### config.mk
export PLATFORM = sky130hd
export DESIGN_NAME = cache_controller
export DESIGN_NICKNAME = d
export VERILOG_FILES = /design/src/rtl/cache_controller.sv
export SDC_FILE = /design/constraint.sdc
export NUM_CORES = 1
export LEC_CHECK = 0
export ABC_CLOCK_PERIOD_IN_PS = 6500
export BUFFER_PORTS_ARGS = -buffer_cell sky130_fd_sc_hd__buf_2
export CORE_AREA = 2 2 193 195
export CTS_BUF_LIST = sky130_fd_sc_hd__clkbuf_4 sky130_fd_sc_hd__clkbuf_8
export DETAILED_ROUTE_END_ITERATION = 12
export DIE_AREA = 0 0 195 197
export PLACE_DENSITY_LB_ADDON = 0.1
export SLEW_MARGIN = 20
export SYNTH_ARGS = -nofsm -noshare
export SYNTH_HDL_FRONTEND = slang
export SYNTH_SLANG_ARGS = --single-unit
### constraint.sdc
create_clock -name clk -period 6.5 [get_ports clk]
set_input_delay 1.95 -clock clk [delete_from_list [all_inputs] [get_ports clk]]
set_output_delay 1.95 -clock clk [all_outputs]
set_load 0.01 [all_outputs]
### src/rtl/cache_controller.sv
// Sequencing FSM for a direct-mapped read cache: tag lookup, hit-word select,
// line refill from main memory on a miss, and saturating hit/access counters.
module cache_controller #(
   parameter int TAG_W    = 3,
   parameter int INDEX_W  = 10,
   parameter int OFFSET_W = 2,
   parameter int WORD_W   = 32,
   parameter int CNT_W    = 14
) (
   input  logic                                  clk,
   input  logic                                  rst,
   input  logic                                  cpu_read,
   input  logic [TAG_W+INDEX_W+OFFSET_W-1:0]     cpu_address,
   output logic                                  cpu_ready,
   output logic [WORD_W-1:0]                     cpu_data,
   output logic                                  hit,
   output logic [INDEX_W-1:0]                    arr_index,
   input  logic [TAG_W-1:0]                      arr_tag_in,
   input  logic                                  arr_valid_in,
   input  logic [WORD_W*(2**OFFSET_W)-1:0]       arr_line_in,
   output logic                                  arr_write,
   output logic [TAG_W-1:0]                      arr_tag_out,
   output logic [WORD_W*(2**OFFSET_W)-1:0]       arr_line_out,
   output logic                                  mem_read,
   output logic [TAG_W+INDEX_W-1:0]              mem_address,
   input  logic                                  mem_ready,
   input  logic [WORD_W*(2**OFFSET_W)-1:0]       mem_line,
   output logic [CNT_W-1:0]                      hit_count,
   output logic [CNT_W-1:0]                      access_count
);

   localparam int ADDR_W = TAG_W + INDEX_W + OFFSET_W;
   localparam int LINE_W = WORD_W * (2**OFFSET_W);
   localparam logic [CNT_W-1:0] CNT_MAX = {CNT_W{1'b1}};

   typedef enum logic [1:0] {S_IDLE, S_LOOKUP, S_MISS_WAIT, S_RESPOND} state_t;

   state_t              state_q, state_d;
   logic [ADDR_W-1:0]   addr_q, addr_d;
   logic                cpu_ready_q, cpu_ready_d;
   logic                hit_q, hit_d;
   logic [WORD_W-1:0]   cpu_data_q, cpu_data_d;
   logic                arr_write_q, arr_write_d;
   logic [TAG_W-1:0]    arr_tag_out_q, arr_tag_out_d;
   logic [LINE_W-1:0]   arr_line_out_q, arr_line_out_d;
   logic                mem_read_q, mem_read_d;
   logic [TAG_W+INDEX_W-1:0] mem_address_q, mem_address_d;
   logic [CNT_W-1:0]    hit_count_q, hit_count_d;
   logic [CNT_W-1:0]    access_count_q, access_count_d;

   logic [TAG_W-1:0]    tag_l;
   logic [INDEX_W-1:0]  index_l;
   logic [OFFSET_W-1:0] off_l;
   logic                accept, lookup_hit;

   assign tag_l      = addr_q[ADDR_W-1 -: TAG_W];
   assign index_l    = addr_q[OFFSET_W +: INDEX_W];
   assign off_l      = addr_q[OFFSET_W-1:0];
   assign accept     = (state_q == S_IDLE) && cpu_read && !rst;
   assign lookup_hit = arr_valid_in && (arr_tag_in == tag_l);

   // The array has one cycle of read latency, so the index bypasses the
   // address latch on accept; tag/line then arrive during LOOKUP.
   assign arr_index = accept ? cpu_address[OFFSET_W +: INDEX_W] : index_l;

   always_comb begin
      state_d        = state_q;
      addr_d         = addr_q;
      cpu_ready_d    = 1'b0;
      hit_d          = 1'b0;
      arr_write_d    = 1'b0;
      cpu_data_d     = cpu_data_q;
      arr_tag_out_d  = arr_tag_out_q;
      arr_line_out_d = arr_line_out_q;
      mem_read_d     = mem_read_q;
      mem_address_d  = mem_address_q;
      hit_count_d    = hit_count_q;
      access_count_d = access_count_q;
      case (state_q)
         S_IDLE: begin
            if (cpu_read) begin
               addr_d  = cpu_address;
               state_d = S_LOOKUP;
            end
         end
         S_LOOKUP: begin
            if (access_count_q != CNT_MAX) access_count_d = access_count_q + 1'b1;
            if (lookup_hit) begin
               if (hit_count_q != CNT_MAX) hit_count_d = hit_count_q + 1'b1;
               cpu_data_d  = arr_line_in[off_l*WORD_W +: WORD_W];
               hit_d       = 1'b1;
               cpu_ready_d = 1'b1;
               state_d     = S_RESPOND;
            end else begin
               mem_read_d    = 1'b1;
               mem_address_d = {tag_l, index_l};
               state_d       = S_MISS_WAIT;
            end
         end
         S_MISS_WAIT: begin
            if (mem_ready) begin
               mem_read_d     = 1'b0;
               arr_write_d    = 1'b1;
               arr_tag_out_d  = tag_l;
               arr_line_out_d = mem_line;
               cpu_data_d     = mem_line[off_l*WORD_W +: WORD_W];
               cpu_ready_d    = 1'b1;
               state_d        = S_RESPOND;
            end
         end
         default: state_d = S_IDLE;
      endcase
   end

   always_ff @(posedge clk) begin
      if (rst) begin
         state_q        <= S_IDLE;
         addr_q         <= '0;
         cpu_ready_q    <= 1'b0;
         hit_q          <= 1'b0;
         cpu_data_q     <= '0;
         arr_write_q    <= 1'b0;
         arr_tag_out_q  <= '0;
         arr_line_out_q <= '0;
         mem_read_q     <= 1'b0;
         mem_address_q  <= '0;
         hit_count_q    <= '0;
         access_count_q <= '0;
      end else begin
         state_q        <= state_d;
         addr_q         <= addr_d;
         cpu_ready_q    <= cpu_ready_d;
         hit_q          <= hit_d;
         cpu_data_q     <= cpu_data_d;
         arr_write_q    <= arr_write_d;
         arr_tag_out_q  <= arr_tag_out_d;
         arr_line_out_q <= arr_line_out_d;
         mem_read_q     <= mem_read_d;
         mem_address_q  <= mem_address_d;
         hit_count_q    <= hit_count_d;
         access_count_q <= access_count_d;
      end
   end

   assign cpu_ready    = cpu_ready_q;
   assign hit          = hit_q;
   assign cpu_data     = cpu_data_q;
   assign arr_write    = arr_write_q;
   assign arr_tag_out  = arr_tag_out_q;
   assign arr_line_out = arr_line_out_q;
   assign mem_read     = mem_read_q;
   assign mem_address  = mem_address_q;
   assign hit_count    = hit_count_q;
   assign access_count = access_count_q;

endmodule

==> results of run 1 <==
[placed cells by master (no fill, tap or decap), types with 2 or more instances in the layout]
cell type and count:
sky130_fd_sc_hd__mux4_2 64, sky130_fd_sc_hd__nand4_1 7, sky130_fd_sc_hd__o31ai_1 10, sky130_fd_sc_hd__and3_1 2, sky130_fd_sc_hd__nand4_2 2, sky130_fd_sc_hd__dfxtp_1 223
sky130_fd_sc_hd__mux2_2 17, sky130_fd_sc_hd__inv_1 10, sky130_fd_sc_hd__mux2i_1 45, sky130_fd_sc_hd__o21ai_0 8, sky130_fd_sc_hd__or3_2 2, sky130_fd_sc_hd__clkbuf_4 19
sky130_fd_sc_hd__nand2_1 304, sky130_fd_sc_hd__nor2_1 33, sky130_fd_sc_hd__o21a_1 2, sky130_fd_sc_hd__nand3_1 10, sky130_fd_sc_hd__diode_2 8, sky130_fd_sc_hd__nor4_1 10
sky130_fd_sc_hd__nor3_1 6, sky130_fd_sc_hd__or4_1 7, sky130_fd_sc_hd__dfxtp_4 2, sky130_fd_sc_hd__xnor2_1 3, sky130_fd_sc_hd__a211oi_1 33, sky130_fd_sc_hd__and2_1 3
sky130_fd_sc_hd__nor2b_1 9, sky130_fd_sc_hd__ha_1 5, sky130_fd_sc_hd__a21oi_1 198, sky130_fd_sc_hd__or3_1 4, sky130_fd_sc_hd__buf_2 495, sky130_fd_sc_hd__buf_4 14
sky130_fd_sc_hd__or2_2 2, sky130_fd_sc_hd__clkbuf_8 57
[worst max-delay path, cell delays in order]
cell and delay (ps):
sky130_fd_sc_hd__buf_2 110, sky130_fd_sc_hd__and2_1 140, sky130_fd_sc_hd__buf_4 180, sky130_fd_sc_hd__nand2b_1 370
sky130_fd_sc_hd__mux2_2 390, sky130_fd_sc_hd__buf_2 140
[area by class of cell]
cell class              count  area (um2)
clock buffers              75         913
repair buffers            510        2600
flip-flops and latches    225        4510
multi-input cells         805        5400
clock inverters             2        35.0
well taps                 468         586
diodes                      8        20.0
inverters                  10        37.5
fillers                  3890       22200
[through the flow]
step                cells  utilization  hold slack [ps]  instance area (um2)
floorplan            1134            -              445                10300
global placement     2018        0.362              438                13100
detailed placement   2018        0.362              443                13100
CTS                  2095        0.388              451                14100
global route         2102        0.389              468                14100
finish               2103        0.389              447                14100
[logic make-up after synthesis]
kind of cell | after synthesis | synth area share
buffers and inverters | 104 | 0.0409
AOI/OAI and AO/OA | 258 | 0.139
DFF | 225 | 0.438
xor gates and xnor gates | 3 | 0.00255
and+or+nand+nor | 412 | 0.170
muxes | 126 | 0.203
adders and majority gates | 6 | 0.00730
[registers in the layout, summed over array words and instances, names as in the netlist, 2 cells and up]
signal / count
addr_q: 15
mem_address: 13
hit_count: 14
access_count: 14
arr_line_out: 128
state_q: 2
cpu_data: 32
arr_tag_out: 3
[report_power, final]
group / total (uW) / internal, uW / switching, uW
combinational: 1750 / 712 / 1040
sequential: 1740 / 1610 / 134
clock: 1530 / 915 / 617
total: 5030 / 3230 / 1790
[layer usage]
| metal | track usage | vias to the layer above | wire length (um) |
|---|---|---|---|
| li1 | - | 4965 | - |
| met1 | 0.252 | 4916 | 17000 |
| met2 | 0.368 | 352 | 20900 |
| met3 | 0.0655 | 83 | 3130 |
| met4 | 0.0679 | 12 | 1040 |
| met5 | 0 | - | 78 |
[worst max path at each step]
| stage | from | endpoint | slack [ps] |
|---|---|---|---|
| after detailed placement | cpu_read | arr_index[4] | 1220 |
| after global routing | cpu_read | arr_index[4] | 1180 |
| final | cpu_read | arr_index[0] | 1260 |
| after global placement | cpu_read | arr_index[4] | 1270 |
| after CTS | cpu_read | arr_index[4] | 1220 |
| after floorplan | cpu_read | arr_index[0] | 1510 |
==> run summary, run 1 <==
The run finished with clean final reports. The via count is around 10000. The initial core utilization is 0.284.

The peak supply drop came out at 0.158 mV. The sum of net half-perimeters after detailed placement is 30800 um. The number of buffers inserted during clock tree synthesis came out at 44. In this run the critical register-to-register path is launched from state_q[0].

The die extent in x is roughly 200 um. The netlist uses 43 different library cells. Global routing finished with a remaining overflow of 0. Synthesis produced roughly 1100 cells.

The endpoint identified for the worst register-to-register timing path is cpu_data[3]. The area growth from synthesis to layout is 37.0%. The critical path is of the primary input to primary output type. In this run the static leakage power is about 0.006 uW. The final wirelength is approximately 42000 um.

The worst hold path begins at arr_line_out[122]. In this run the worst path has a maximum fanout of 16. The root buffer cell is sky130_fd_sc_hd__clkbuf_8.

The worst setup path is captured at a primary output. The number of hold violations in the final report came out at 0. For this run, design rule violations remaining after detail routing come to 0.

The remaining number of nets flagged by the antenna check after routing is 0. The headroom to the max-slew limit came out at 0.283. In the synthesized netlist the dominant register cell turns out to be sky130_fd_sc_hd__dfxtp_1.

The number of input and output port buffers inserted is just under 500. The detailed-route wire length per cell is about 20 um. For the pin with the worst max-slew slack, the measured transition is around 1100 ps. The maximum frequency from static timing analysis came out at roughly 190 MHz. The placeable core region came out at 0.0363 mm2. In this run the worst hold path is classified as register to register. Max-cap violations in this run came to 0. The worst setup path is launched from a primary input. In this run the power density over the cells is about 360 mW/mm2.

The hold buffer count at CTS is 0. The setup TNS came out at 0 ps. In this run the register-to-register setup slack is 3470 ps. The number of flip-flops and latches in the synthesized netlist is 225. The deepest level of the CTS H-tree is 2.

The total routing usage reported by global routing came out at 0.213. Yosys attributes the largest share of cell area to sky130_fd_sc_hd__dfxtp_1, sky130_fd_sc_hd__mux4_2, sky130_fd_sc_hd__nand2_1. Routability-driven placement finished with a final weighted congestion of 0.829. The critical path data required time came out at around 4600 ps. The area share of the leading cell type in the synthesized netlist is 0.438.

The first global-routing pass estimated 62600 um of wire. Clock-pin slew was measured on the worst setup and hold paths at ~50 ps. The biggest area contributor in the post-synthesis netlist is sky130_fd_sc_hd__dfxtp_1. The number of setup violations in the final report is 0. The number of sinks on the clock net came out at ~230.

Setup repair after global routing left no endpoint under its margin. The cell area after synthesis came out at between 0.01 and 0.015 mm2. The cell depth of the worst flop-to-flop path came out at 6. The total design power is 5030 uW. Dividing the detail-routed via count by the number of cells gives 4.91. The slack of the critical path is between 1000 and 1500 ps.

The total die area came out at between 0.03 and 0.04 mm2. The pre-antenna-repair detailed-routing pass consisted of 7 iterations. The setup fix buffers added after clock tree synthesis is 0. The final clock period utilization by the worst path is 0.805. For this run, the register share of the synthesized area comes to 0.438.

The Yosys warning count is 0. The post-CTS resize count is 0. Ranked by instance count, the synthesized netlist is headed by sky130_fd_sc_hd__nand2_1, sky130_fd_sc_hd__dfxtp_1, sky130_fd_sc_hd__a21oi_1.

sky130_fd_sc_hd__nand2_1 is the most common cell in the netlist. The synthesized net count is about 1400. The post-placement worst setup slack is roughly 1200 ps. The I/O pin count is about 500. The number of cells on the worst hold path came out at 2. Averaged over all synthesized cells, the footprint is about 9 um2. The setup clock skew after layout is 12.4 ps.

The worst hold path terminates at arr_line_out[122]. The initial detailed-routing violation count came out at around 370. The maximum number of pins on one net before global-route repair came out at 81. For the finished layout, the period the worst path requires is roughly 5200 ps. The initial antenna violation count is 16.

The share of flip-flops with an asynchronous set or reset came out at 0. The number of nets at the end of the flow is approximately 1900. TritonCTS built the clock tree.

The clock insertion delay at the later pin of the skew report is 560 ps. The number of buffers between clock root and the deepest sink came out at 3. The share of post-route cells with drive strength above 1 is 0.421. The via count of the first global-routing pass came out at around 10000. Counting flops with a built-in enable in the synthesized netlist gives 0.

The die extent in y came out at roughly 200 um. The number of pins with negative max-slew slack in the final report came out at 0. Data on the critical path arrives at its endpoint at approximately 3300 ps. The site row count came out at 70.
(Power assumes the default switching activity.)
==> run 2: changes to the inputs <==
--- a/config.mk
+++ b/config.mk
@@ -5,12 +5,12 @@
 export SDC_FILE = /design/constraint.sdc
 export NUM_CORES = 1
 export LEC_CHECK = 0
-export ABC_CLOCK_PERIOD_IN_PS = 6500
+export ABC_CLOCK_PERIOD_IN_PS = 5350
 export BUFFER_PORTS_ARGS = -buffer_cell sky130_fd_sc_hd__buf_2
-export CORE_AREA = 2 2 193 195
+export CORE_AREA = 2 2 195 197
 export CTS_BUF_LIST = sky130_fd_sc_hd__clkbuf_4 sky130_fd_sc_hd__clkbuf_8
 export DETAILED_ROUTE_END_ITERATION = 12
-export DIE_AREA = 0 0 195 197
+export DIE_AREA = 0 0 197 199
 export PLACE_DENSITY_LB_ADDON = 0.1
 export SLEW_MARGIN = 20
 export SYNTH_ARGS = -nofsm -noshare
==> constraint.sdc (replaced) <==
create_clock -name clk -period 5.35 [get_ports clk]
set_input_delay 1.605 -clock clk [delete_from_list [all_inputs] [get_ports clk]]
set_output_delay 1.605 -clock clk [all_outputs]
set_load 0.01 [all_outputs]
==> run 2 against run 1 <==
  * Via count is 1.0% lower
  * Utilization is 1.0 points lower
  * Register-to-register slack worse by 1200 ps
  * Wire length is 0.15% higher
  * Sequential power is 24% higher
  * Worst hold slack better by 1.6 ps
  * Flip-flop and latch count stayed put
  * Largest power group is now registers
==> run summary, run 2 (synthesized netlist as in run 1, its figures left out) <==
The headroom to the max-slew limit is 0.356 (+0.0732). The post-detailed-route via-to-cell ratio is 4.86 (-0.99%). The remaining number of nets flagged by the antenna check after routing is 0 (unchanged). The hold buffer count at CTS was 0 (unchanged).

Leaving out fill and tap cells, the most frequent cell in the layout is sky130_fd_sc_hd__buf_2. The final weighted congestion in routability-driven placement came out at 0.835 (+0.81%). The library cells used most frequently in the layout, excluding fill and tap cells, are sky130_fd_sc_hd__buf_2, sky130_fd_sc_hd__nand2_1, sky130_fd_sc_hd__dfxtp_1.

The internal power is 3860 uW (+19%). The launching point of the worst reg2reg path is state_q[0]. The cell leakage power is 0.00598 uW (-0.48%). The critical path data required time was 3740 ps (-810 ps). The number of cells on the worst hold path is 2 (unchanged). The power share of the combinational group came out at 0.347 (-0.002).

Setup repair after global routing left no endpoint under its margin. The worst hold slack is 448 ps (+1.61 ps). The minimum clock period after layout came out at 4650 ps. The most numerous cell type found on the critical path is sky130_fd_sc_hd__buf_2.

The placeable core region is 0.0371 mm2 (+2.4%). The initial antenna violation count was 11 (-5). The peak supply drop is 0.225 mV (+43%).

The number of buffers and inverters on the critical path is 2 (-1). The clock share of power came out at 0.298 (-0.007). The setup fix buffers added after clock tree synthesis is 0 (unchanged). The clock transition at the registers of the reported paths came out at 50 ps (about the same). The share of the core filled with cells is 0.378 (-0.0103). The final routed DRC violation total came to 0 (unchanged).

The register-to-register path setup slack is 2230 ps (-1240 ps). The die extent in y is 199 um (+1.0%). Relative to the synthesized area, the layout overhead comes to 36.6%.

The setup clock skew after layout came out at 17.7 ps (+5.32 ps). The via count was 10200 (-1.0%). The number of fillers in the final layout came to 3955 (+1.7%). The detailed-route wire length per cell came out at 20.1 um (+0.20%). The sequential share of power came out at 0.355 (+0.009). For this design, the slowest cell found on the critical path is sky130_fd_sc_hd__and2_1. The flow ran to the end, and the final reports show no timing, DRC or antenna violations. The deepest level of the CTS H-tree came out at 2 (unchanged). The startpoint type of the worst setup path is a primary input. Timing would allow up to between 200 and 250 MHz. The global route total overflow is 0 (unchanged).

CTS placed an instance of sky130_fd_sc_hd__clkbuf_8 at the clock tree root. The top fanout value on the critical path came to 16 (unchanged). The die extent in x came out at 197 um (+1.0%). The number of buffers between clock root and the deepest sink was 3 (unchanged). The post-CTS resize count came out at 0 (unchanged).

The share of post-route cells with drive strength above 1 came out at 0.419 (-0.00178). TritonCTS built the clock tree. The footprint of the flip-flops and latches is 0.00451 mm2 (unchanged). The number of flip-flops in the largest register is 128 (unchanged). The initial core utilization is 0.277 (-0.00667). The maximum number of pins on one net before global-route repair is 84 (+3.7%). The number of hold violations in the final report is 0 (unchanged). The number of buffers inserted during clock tree synthesis was 45 (+2.3%). The number of pins with negative max-slew slack in the final report is 0 (unchanged). The final wirelength came out at 42200 um (+0.15%).

The transition at the pin with the smallest max-transition slack came out at 966 ps (-110 ps). The worst setup path is of the primary input to primary output kind. The number of search-and-repair iterations in the first detailed-routing pass is 4 (-3). The I/O pin count is 497 (unchanged). The total routing usage reported by global routing is 0.210 (-0.00303). STA classifies the critical path endpoint as a primary output.

The site row count was 71 (+1.4%). The cell depth of the worst flop-to-flop path was 7 (+1). The peak per-stage delay on the critical path came out at 430 ps (+40 ps). The number of input and output port buffers inserted came out at 496 (unchanged).

The worst hold path begins at arr_line_out[56]. The sum of net half-perimeters after detailed placement is 30700 um (-0.46%). The switching portion of total power came out at 0.363 (+0.00583). The setup TNS came out at 0 ps (unchanged).

The power density relative to cell area came out at 431 mW/mm2 (+21%). The initial detailed-routing violation count came out at 374 (+0.81%). The number of nets at the end of the flow was 1880 (-0.053%). The first-pass GRT wire length came to 61900 um (-1.1%). The via count of the first global-routing pass came to 10200 (+0.78%). The number of setup violations in the final report was 0 (unchanged). The clock insertion delay at the later pin of the skew report is 580 ps (+20 ps). The number of violations of the max-capacitance limit came out at 0 (unchanged). The signal arrival time at the worst endpoint is 3050 ps (-240 ps). The total die area is 0.0392 mm2 (+2.1%).

The worst hold path belongs to the class register to register. The final clock period utilization by the worst path came out at 0.869. The net switching power of the design came out at 2200 uW (+23%). The worst hold path terminates at arr_line_out[56]. The number of sinks on the clock net came out at 225 (unchanged). Grouping stages by cell kind, the critical path spends the most delay in simple AND/OR/NAND/NOR gates.

The signal on the critical path passes through buf_2, and2_1, nand2b_1, mux2_2, buf_2. The area occupied by multi-input gates came out at 0.00540 mm2 (unchanged). The endpoint identified for the worst register-to-register timing path is arr_line_out[81].
## run 2: changes by cell type in the layout (fill, tap and decap cells not counted)
cell                        change
sky130_fd_sc_hd__buf_4          -3
sky130_fd_sc_hd__bufinv_16      -1
sky130_fd_sc_hd__buf_12         +1
sky130_fd_sc_hd__clkbuf_8       +1
sky130_fd_sc_hd__clkinv_2       +1
sky130_fd_sc_hd__diode_2        -2
sky130_fd_sc_hd__clkbuf_4       -4
## run 2: tightest hold or removal path: stages (launching register included)
cell                      delay, ps
sky130_fd_sc_hd__dfxtp_1        300
sky130_fd_sc_hd__nand2_1         50
sky130_fd_sc_hd__a21oi_1         50
## run 2: final cells by class
cell class              instances  area share
repair buffers                508       0.185
inverters                      10     0.00267
well taps                     474      0.0422
flip-flops and latches        225       0.321
clock buffers                  72      0.0638
diodes                          6     0.00107
clock inverters                 2    0.000712
multi-input cells             805       0.384
## run 2: power groups by stage
stage          registers, uW  clock network [uW]  logic, uW
6_report                2150                1810       2100
5_1_grt                 2190                1950       2310
4_1_cts                 2160                1870       2150
3_5_place_dp            2190                   0       2150
3_3_place_gp            2180                   0       2140
2_1_floorplan           2230                   0       1240
## run 2: worst max-delay path by stage
stage	slack (ps)	depth (start not counted)	start	to
4_1_cts	650	5	cpu_read	arr_index[0]
3_3_place_gp	700	5	cpu_read	arr_index[4]
5_1_grt	490	5	cpu_read	arr_index[0]
3_5_place_dp	650	5	cpu_read	arr_index[8]
6_report	700	5	cpu_read	arr_index[0]
2_1_floorplan	1050	5	cpu_read	arr_index[0]
## run 2: layer usage
metal | global-route usage | up-vias | wire length, um
met2 | 0.353 | 353 | 20500
met1 | 0.248 | 4840 | 17100
li1 | - | 4952 | -
met5 | 0 | - | 26
met3 | 0.0704 | 72 | 3500
met4 | 0.0794 | 4 | 1090
## run 2: per-stage QoR
stage | instance area (um2) | worst slack (ps) | cells | total power [uW]
6_report | 14100 | 699 | 2102 | 6060
5_1_grt | 14100 | 486 | 2101 | 6440
4_1_cts | 14000 | 647 | 2096 | 6180
3_5_place_dp | 13100 | 646 | 2022 | 4340
3_3_place_gp | 13100 | 699 | 2022 | 4310
2_1_floorplan | 10300 | 1050 | 1134 | 3470
==> run 3: changes to the inputs <==
--- a/config.mk
+++ b/config.mk
@@ -5,12 +5,12 @@
 export SDC_FILE = /design/constraint.sdc
 export NUM_CORES = 1
 export LEC_CHECK = 0
-export ABC_CLOCK_PERIOD_IN_PS = 5350
+export ABC_CLOCK_PERIOD_IN_PS = 4300
 export BUFFER_PORTS_ARGS = -buffer_cell sky130_fd_sc_hd__buf_2
-export CORE_AREA = 2 2 195 197
+export CORE_AREA = 4 4 191 193
 export CTS_BUF_LIST = sky130_fd_sc_hd__clkbuf_4 sky130_fd_sc_hd__clkbuf_8
 export DETAILED_ROUTE_END_ITERATION = 12
-export DIE_AREA = 0 0 197 199
+export DIE_AREA = 0 0 195 197
 export PLACE_DENSITY_LB_ADDON = 0.1
 export SLEW_MARGIN = 20
 export SYNTH_ARGS = -nofsm -noshare
==> constraint.sdc (replaced) <==
create_clock -name clk -period 4.3 [get_ports clk]
set_input_delay 1.29 -clock clk [delete_from_list [all_inputs] [get_ports clk]]
set_output_delay 1.29 -clock clk [all_outputs]
set_load 0.01 [all_outputs]
==> run 3 against run 2 <==
  * Clock-buffer cell count fell by 5
  * Power grew 25%
  * Sequential share of layout area is essentially flat
  * Non-clock buffer count grew 4
  * Clock power grew 23%
  * Largest cell class unchanged
  * Combinational power rose by 25%
  * Clock skew increased by 0.91 ps
==> run summary, run 3 (synthesized netlist as in run 1, its figures left out) <==
The run finished with clean final reports. The library cell used most frequently in the layout, excluding fill and tap cells, is sky130_fd_sc_hd__buf_2. The number of cells on the worst hold path came to 2 (unchanged). The worst setup path is captured at a primary output. The setup TNS was 0 ps (unchanged). The maximum frequency from static timing analysis came out at 264 MHz. The total design power came to 7550 uW (+25%). In the layout the commonest cells are sky130_fd_sc_hd__buf_2, sky130_fd_sc_hd__nand2_1, sky130_fd_sc_hd__dfxtp_1. The site row count is 68 (-4.2%). The launching point of the worst reg2reg path is state_q[0]. The endpoint identified for the worst register-to-register timing path is arr_line_out[67]. The worst setup path is of the primary input to primary output kind. The signal arrival time at the worst endpoint came out at 2500 ps (-550 ps).

Traced cell by cell, the critical path runs through buf_2, and2_1, nand2b_1, mux2_2, buf_2. The sequential share of power came out at 0.357 (+0.002). The peak supply drop was 0.251 mV (+11%). The top fanout value on the critical path is 10 (-6). In this design, the critical path's most frequently occurring cell is sky130_fd_sc_hd__buf_2. The slack of the critical path is 507 ps (-192 ps). The initial core utilization came out at 0.298 (+0.0208). The area growth from synthesis to layout came out at 36.6% (about the same). The final weighted congestion in routability-driven placement came out at 0.861 (+3.1%).

The via count came out at 10400 (+1.3%). The cell depth of the worst flop-to-flop path came out at 7 (unchanged). The setup clock skew after layout is 18.6 ps (+0.910 ps). The placeable core region came out at 0.0345 mm2 (-7.0%). The CTS tree is yes.

The first-pass GRT wire length is 63900 um (+3.2%). The power density relative to cell area is 537 mW/mm2 (+25%). The final routed DRC violation total was 0 (unchanged). The root buffer cell is sky130_fd_sc_hd__clkbuf_8. The worst hold path begins at arr_line_out[59].

The hold buffer count at CTS is 0 (unchanged). The number of violations of the max-capacitance limit came to 0 (unchanged). The power share of the combinational group came out at 0.349 (+0.002). The initial detailed-routing violation count was 480 (+28%). In this run the worst hold path is classified as register to register. The global route total overflow is 0 (unchanged).

The post-detailed-route via-to-cell ratio is 4.98 (+2.4%). The switching portion of total power came to 0.360 (-0.00302). Setup repair after global routing left no endpoint under its margin. The via count of the first global-routing pass came to 10300 (+1.4%). The number of buffers between clock root and the deepest sink came out at 3 (unchanged).

The initial antenna violation count came out at 10 (-1). The clock insertion delay at the later pin of the skew report came to 530 ps (-50 ps). The post-placement worst setup slack is 485 ps (-162 ps). The detailed-route wire length per cell is 20.8 um (+3.7%). The die extent in y came to 197 um (-1.0%). The internal power was 4830 uW (+25%). The remaining number of nets flagged by the antenna check after routing was 0 (unchanged). The number of sinks on the clock net was 225 (unchanged). Of the available clock period, the critical path in the final layout requires 0.882. The number of search-and-repair iterations in the first detailed-routing pass came out at 5 (+1). The number of setup violations in the final report came out at 0 (unchanged). On the critical path, the stage with the largest delay is an instance of sky130_fd_sc_hd__mux2_2.

The setup fix buffers added after clock tree synthesis is 0 (unchanged). The cell count after placement is 2007 (-0.74%). The total routing usage reported by global routing came out at 0.212 (+0.00197).

The I/O pin count was 497 (unchanged). The deepest level of the CTS H-tree came out at 2 (unchanged). The number of buffers inserted during clock tree synthesis came out at 42 (-6.7%). The peak per-stage delay on the critical path is 400 ps (-30 ps). The final wirelength came to 43300 um (+2.6%). The share of post-route cells with drive strength above 1 came out at 0.419 (unchanged).

The cell leakage power is 0.00600 uW (+0.27%). The die extent in x was 195 um (-1.0%). STA classifies the critical path startpoint as a primary input. The post-CTS resize count was 0 (unchanged). The register-to-register path setup slack is 1250 ps (-980 ps). The critical path data required time came out at 3010 ps (-730 ps). The non-filler instance count after layout came out at 2079 (-1.1%). The number of input and output port buffers inserted came out at 496 (unchanged). The sum of net half-perimeters after detailed placement came out at 32100 um (+4.6%). The clock share of power is 0.294 (-0.004). The clock transition at the registers of the reported paths came out at 50 ps (about the same). The number of nets at the end of the flow was 1881 (+0.053%). The net switching power of the design was 2710 uW (+23%). The number of fillers in the final layout is 3671 (-7.2%). The total die area is 0.0384 mm2 (-2.0%). The maximum number of pins on one net before global-route repair came out at 91 (+8.3%). The minimum clock period after layout is between 3000 and 4000 ps. The number of pins with negative max-slew slack in the final report is 0 (unchanged).

The number of flip-flops in the largest register came out at 128 (unchanged). The number of hold violations in the final report is 0 (unchanged). The transition at the pin with the smallest max-transition slack was 1050 ps (+84.4 ps). The headroom to the max-slew limit came out at 0.300 (-0.0563). The end point of the worst hold path is arr_line_out[59].
[run 3: power groups by stage]
stage | sequential [uW] | clock [uW] | combinational, uW
after floorplan | 2780 | 0 | 1540
after global placement | 2730 | 0 | 2660
after detailed placement | 2730 | 0 | 2670
after CTS | 2700 | 2310 | 2670
after global routing | 2740 | 2380 | 2880
final | 2690 | 2220 | 2630
[run 3: area by class of cell]
cell class	instances	area, um2	share of cell area
antenna	2	5.00	0.000356
timing repair buffer	512	2630	0.187
inverter	10	37.5	0.00267
clock inverter	3	40.0	0.00285
clock buffer	67	860	0.0612
tap	455	569	0.0405
sequential	225	4510	0.321
multi-input combinational	805	5400	0.384
[run 3: critical path, delay by kind of cell]
kind	cells	cell delay, ps
buffers and inverters	2	260
muxes	1	400
and+or+nand+nor	2	550
[run 3: how the worst max path moves through the flow]
stage,start,to,slack [ps],cells after the start
CTS,cpu_read,arr_index[0],480,5
global placement,cpu_read,arr_index[0],530,5
floorplan,cpu_read,arr_index[0],630,5
global route,cpu_read,arr_index[0],440,5
finish,cpu_read,arr_index[0],510,5
detailed placement,cpu_read,arr_index[0],480,5
[run 3: routing by layer]
| layer | track usage | share of wire | vias to the layer above |
|---|---|---|---|
| met5 | 0 | 0.0011 | - |
| met4 | 0.0556 | 0.023 | 8 |
| met3 | 0.0646 | 0.076 | 73 |
| met2 | 0.365 | 0.49 | 379 |
| met1 | 0.259 | 0.41 | 4949 |
| li1 | - | - | 4945 |
[run 3: stage by stage]
step           hold slack (ps)  area, um2   util
3_3_place_gp               438      13100  0.381
5_1_grt                    465      14100  0.407
4_1_cts                    451      14000  0.407
6_report                   450      14100  0.407
3_5_place_dp               443      13100  0.381
2_1_floorplan              445      10300      -
